--- src/rtl/joystick_port.sv ---
// joystick_port: debounces two joysticks and maps them onto the Kempston port or Sinclair half-rows.
// Optional autofire on F1 is compiled in with `define JOYSTICK_AUTOFIRE_EN.
`default_nettype none

module joystick_port #(
  parameter int DEBOUNCE = 3,
  parameter int AF_HOLD  = 16,
  parameter int AF_RATE  = 4
) (
  input  logic        clock,
  input  logic        reset,
  input  logic        ce,
  input  logic [7:0]  joy1,
  input  logic [7:0]  joy2,
  input  logic [1:0]  mode,
  input  logic [15:0] a,
  input  logic        iorq,
  input  logic        rd,
  output logic [7:0]  kempD,
  output logic        kempOe,
  output logic [4:0]  sincRow
);

  localparam logic [2:0] DB_LAST = 3'(DEBOUNCE - 1);

  typedef enum logic {S_IDLE, S_HOLD} state_t;

  logic [11:0] raw;
  logic [11:0] filt;
  logic [2:0]  cnt [12];
  logic [1:0]  eff_f1;
  logic [5:0]  j1;
  logic [5:0]  j2;
  logic [5:0]  kemp_src;
  logic        kemp_on;
  logic        sinc1_on;
  logic        sinc2_on;
  logic        kreq;
  logic [4:0]  sinc_nx;
  state_t      state;
  state_t      state_nx;

  assign raw = {joy2[5:0], joy1[5:0]};

  always_ff @(posedge clock or negedge reset) begin
    if (!reset) begin
      filt <= '0;
      for (int i = 0; i < 12; i++) cnt[i] <= '0;
    end else if (ce) begin
      for (int i = 0; i < 12; i++) begin
        if (raw[i] != filt[i]) begin
          if (cnt[i] == DB_LAST) begin
            filt[i] <= raw[i];
            cnt[i]  <= '0;
          end else begin
            cnt[i] <= cnt[i] + 3'd1;
          end
        end else begin
          cnt[i] <= '0;
        end
      end
    end
  end

`ifdef JOYSTICK_AUTOFIRE_EN
  localparam int HW = $clog2(AF_HOLD + 1);
  localparam int RW = $clog2(AF_RATE + 1);

  for (genvar j = 0; j < 2; j++) begin : g_af
    logic [HW-1:0] hold_cnt;
    logic [RW-1:0] rate_cnt;
    logic          tog;
    logic          f1;

    assign f1 = filt[6*j+4];

    // Release clears on any clock, not just on ce, so fire drops at once.
    always_ff @(posedge clock or negedge reset) begin
      if (!reset) begin
        hold_cnt <= '0;
        rate_cnt <= '0;
        tog      <= 1'b0;
      end else if (!f1) begin
        hold_cnt <= '0;
        rate_cnt <= '0;
        tog      <= 1'b0;
      end else if (ce) begin
        if (hold_cnt != HW'(AF_HOLD)) begin
          hold_cnt <= hold_cnt + 1'b1;
        end else if (rate_cnt == RW'(AF_RATE - 1)) begin
          rate_cnt <= '0;
          tog      <= ~tog;
        end else begin
          rate_cnt <= rate_cnt + 1'b1;
        end
      end
    end

    assign eff_f1[j] = f1 & ((hold_cnt != HW'(AF_HOLD)) | tog);
  end
`else
  assign eff_f1 = {filt[10], filt[4]};
`endif

  assign j1 = {filt[5],  eff_f1[0], filt[3:0]};
  assign j2 = {filt[11], eff_f1[1], filt[9:6]};

  assign kemp_on  = (mode != 2'b10);
  assign sinc1_on = (mode == 2'b01) || (mode == 2'b10);
  assign sinc2_on = (mode == 2'b00) || (mode == 2'b10);
  assign kemp_src = (mode == 2'b01) ? j2 : j1;
  assign kreq     = !iorq && !rd && (a[7:0] == 8'h1F) && kemp_on;

  always_comb begin
    state_nx = state;
    case (state)
      S_IDLE:  if (kreq)  state_nx = S_HOLD;
      S_HOLD:  if (!kreq) state_nx = S_IDLE;
      default: state_nx = S_IDLE;
    endcase
  end

  always_ff @(posedge clock or negedge reset) begin
    if (!reset) begin
      state <= S_IDLE;
      kempD <= 8'h00;
    end else begin
      state <= state_nx;
      if (state == S_IDLE && kreq) kempD <= {2'b00, kemp_src};
    end
  end

  assign kempOe = (state == S_HOLD);

  always_comb begin
    sinc_nx = 5'h1F;
    if (!a[12] && sinc1_on) sinc_nx = sinc_nx & ~{j1[1], j1[0], j1[2], j1[3], j1[4]};
    if (!a[11] && sinc2_on) sinc_nx = sinc_nx & ~{j2[4], j2[3], j2[2], j2[0], j2[1]};
  end

  always_ff @(posedge clock or negedge reset) begin
    if (!reset) sincRow <= 5'h1F;
    else        sincRow <= sinc_nx;
  end

endmodule

`default_nettype wire

--- config.mk ---
export PLATFORM = sky130hd
export DESIGN_NAME = joystick_port
export DESIGN_NICKNAME = d
export VERILOG_FILES = /design/src/rtl/joystick_port.sv
export SDC_FILE = /design/constraint.sdc
export NUM_CORES = 1
export LEC_CHECK = 0
export CORE_MARGIN = 4
export CORE_UTILIZATION = 53
export CTS_CLUSTER_DIAMETER = 30
export DETAILED_ROUTE_END_ITERATION = 8
export PLACE_DENSITY = 0.8
export SLEW_MARGIN = 10
export SYNTH_ARGS = -nofsm -noshare
export SYNTH_HDL_FRONTEND = slang
export SYNTH_SLANG_ARGS = --single-unit
--- constraint.sdc ---
create_clock -name clock -period 1.35 [get_ports clock]
set_input_delay 0.27 -clock clock [delete_from_list [all_inputs] [get_ports clock]]
set_output_delay 0.27 -clock clock [all_outputs]
set_load 0.05 [all_outputs]
==> run metrics <==
post-route clock skew=between 0.006 and 0.007 ns; via count of the first global-routing pass=~2300; worst endpoint data arrival time=roughly 1.0 ns; Wirelength per Cell=approximately 15 um; maximum operating frequency=770 MHz; share of synthesized cell area in full adder, half adder and majority cells=~1.2%; final worst hold slack=0.302 ns; number of clock sinks=60; count of non-filler cells in the finished layout=slightly above 400; Net Sw Power=0.00256 W; routed via count=between 2000 and 2500; width of the chip=84.0 um; Top FF cell, synth=dfrtp_1; setup ws final=0.0520 ns; number of iterations in the first detailed-routing pass=4; average instance area after synthesis=~11 sq um; overall power consumption=~0.0072 W; Num CTS Buffers=9; standard-cell rows=27; most common cell after layout, fill and taps aside=dfrtp_1; final setup TNS=0 ns; WS Path Type=flop to output port; number of nets in the layout=between 300 and 400; slowest cell delay on critical path=approximately 0.56 ns; initial cell density of the core=55.3%; critical path, cell by cell=buf_12; Critical Path End Type=output port; detail-routed via count per cell=approximately 5.7; Power Internal=around 0.0047 W; Min Clock Period, post-route=1.30 ns; Yosys warning count=0; share of layout cells above drive strength 1=roughly 27%; Leakage Power=approximately 1.8 nW; Skew-Pair Late Insertion Delay=approximately 0.33 ns; number of top-level pins=53; clock slew at the register clock pins of the worst setup and hold paths=roughly 0.060 ns; Min-Delay Path Class=primary input to flop; floorplan core area=between 5000 and 6000 sq um; Iter 0 DRT Violations=just over 90; final setup violation count=0; synthesized netlist cell count=about 270; power density over the cells=about 1800 nW/um^2; wire length of the first global-routing pass=10900 um; Max Root-Sink Buffers=2; number of buffers and inverters on the critical path=1; number of library cell types mapped by synthesis=38; sequential power share=around 46%; post-DP HPWL=about 4500 um; maxcap violations=0; remaining number of nets flagged by the antenna check after routing=0; Placed Instances=between 300 and 400; global-route total usage across every layer=between 10% and 20%; mux share of post-synthesis cell area=between 10% and 20%; xor and xnor area share after synthesis=3.43%; compound-cell area share of the yosys netlist=about 14%; cell family contributing the most delay on the critical path=flip-flops; combinational family with the most area after synthesis=compound AO/OA/AOI/OAI gates; overflow left after global routing=0; highest-count cells in the layout ignoring fill and taps=dfrtp_1 (54), mux2_2 (23), inv_1 (22), a22o_1 (16), o21ai_0 (16); post-route fraction of the period consumed by the critical path=between 90% and 100%; number of H-tree branching levels=3; CTS Root Cell=clkbuf_8; DIE AREA=7060 sq um; max-slew violation total from the final report=0; Final Wtd Congestion=0.717; sequential area share after synthesis=between 40% and 50%; worst setup path start=sincRow[3]; final-report hold violation count=0; TritonCTS clock tree=done; Post-CTS Repair Setup Buffers=0; Clock Power Share=21.9%; total wire length=6330 um; number of flops mapped to enable cells by yosys=0; synthesized flop and latch total=60; Antenna Cells=0; hold path start=iorq; Logic pwr share=between 30 and 40%; worst voltage drop across the vdd grid=a little under 1000 uV; worst endpoint required time=around 1.1 ns; number of port buffers=40; remaining design rule violation count=0; Worst setup SP type=flop; outcome=finished, final reports clean; highest net fanout along the worst path=1; slowest cell on the critical path=dfstp_2; Placement Setup Slack=-0.624 ns; area growth from synthesis to layout=31.0%; vertical extent of the die=roughly 84 um; simple-gate area share of the yosys netlist=roughly 14%; largest net degree at the start of global routing=between 60 and 70; Sw Share=35.4%; setup repair after global routing missed its margin=no; Async S/R FF share, synth=100%; worst reg2reg path startpoint=cnt[10]; antenna violations before repair=0; post-synthesis instance area=3060 sq um
power by group through the flow:
stage / clock network (W) / registers, W / logic (W)
final: 0.00158 / 0.00331 / 0.00233
after floorplan: 0 / 0.00322 / 0.00155
after CTS: 0.00161 / 0.00329 / 0.00231
after global routing: 0.00171 / 0.00343 / 0.00257
after global placement: 0 / 0.00325 / 0.00220
after detailed placement: 0 / 0.00329 / 0.00230
synthesized netlist by cell type (2+ instances only):
master | instances | area share (%)
o31ai_1 | 9 | 2.2
o21ai_0 | 16 | 2.6
buf_4 | 4 | 0.98
a22oi_1 | 5 | 1.2
dfrtp_1 | 55 | 45
mux2_1 | 2 | 0.74
a22o_1 | 16 | 4.6
a31oi_1 | 3 | 0.61
nand3b_1 | 9 | 2.2
o2111ai_1 | 4 | 1.1
inv_1 | 23 | 2.8
and4b_1 | 4 | 1.3
nand2b_1 | 8 | 1.6
ha_1 | 3 | 1.2
mux2_4 | 6 | 2.9
xor2_1 | 12 | 3.4
nor2_1 | 2 | 0.25
mux2i_1 | 3 | 0.98
nand4_1 | 8 | 1.6
buf_2 | 5 | 0.82
nand3_1 | 3 | 0.49
a21oi_1 | 3 | 0.49
nor4_1 | 3 | 0.61
o22ai_1 | 3 | 0.61
nor3_1 | 9 | 1.5
mux2_2 | 23 | 8.5
nor2b_1 | 8 | 1.6
a21boi_0 | 2 | 0.49
nand2_1 | 10 | 1.2
dfstp_2 | 5 | 4.3
sequential cells by signal, indices dropped and copies added, names as in the netlist:
register / flops
cnt: 36
filt: 12
kempD: 6
sincRow: 5
kempOe: 1
per-layer routing:
| layer | vias to the layer above | GRT usage (%) | share of wire [%] |
|---|---|---|---|
| met4 | 0 | 8.48 | 2.1 |
| li1 | 1113 | - | - |
| met2 | 61 | 31.3 | 49 |
| met1 | 1141 | 24.3 | 44 |
| met3 | 9 | 5.82 | 5.4 |
| met5 | - | 0 | 0 |
worst min-delay path, delay by kind of cell:
kind / cells / cell delay [ns]
simple gates: 2 / 0.23
buf+inv: 1 / 0.09
timing repair:
| action | 4_1_cts | 5_1_grt |
|---|---|---|
| pin swaps | 5 | 2 |
| resized for setup | 19 | 9 |
| setup endpoints to repair | 22 | 34 |
| hold endpoints to repair | 55 | 0 |
| gates cloned | 0 | 0 |
| hold buffers | 1 | 0 |
path summary, 6_finish.rpt:
check	endpoint	cells past startpoint	slack, ns
min in group asynchronous	cnt[13]	3	0.47
max	sincRow[3]	1	0.05
max reg2reg	filt[8]	3	0.08
min	kempOe	3	0.30
max in group asynchronous	sincRow[1]	3	0.58
min reg2reg	sincRow[2]	1	0.50
final cells by class:
class / count / area, sq um
Fill cell: 411 / 1530
Sequential cell: 60 / 1510
Multi-Input combinational cell: 179 / 1440
Timing Repair Buffer: 58 / 672
Clock buffer: 16 / 200
Inverter: 24 / 95.1
Tap cell: 72 / 90.1
stage by stage:
stage / util (%) / cell area (sq um)
after detailed placement: 67.6 / 3750
after CTS: 71.7 / 3970
final: 72.4 / 4010
after global placement: 67.6 / 3750
after global routing: 72.4 / 4010
after floorplan: - / 3080
cell families after synthesis:
logic type / Yosys count
compound gates: 61
xor+xnor: 12
fa+ha+maj: 3
buf+inv: 36
flops: 60
mux: 34
other cells: 1
simple gates: 67
Power figures use the tool's default switching activity.
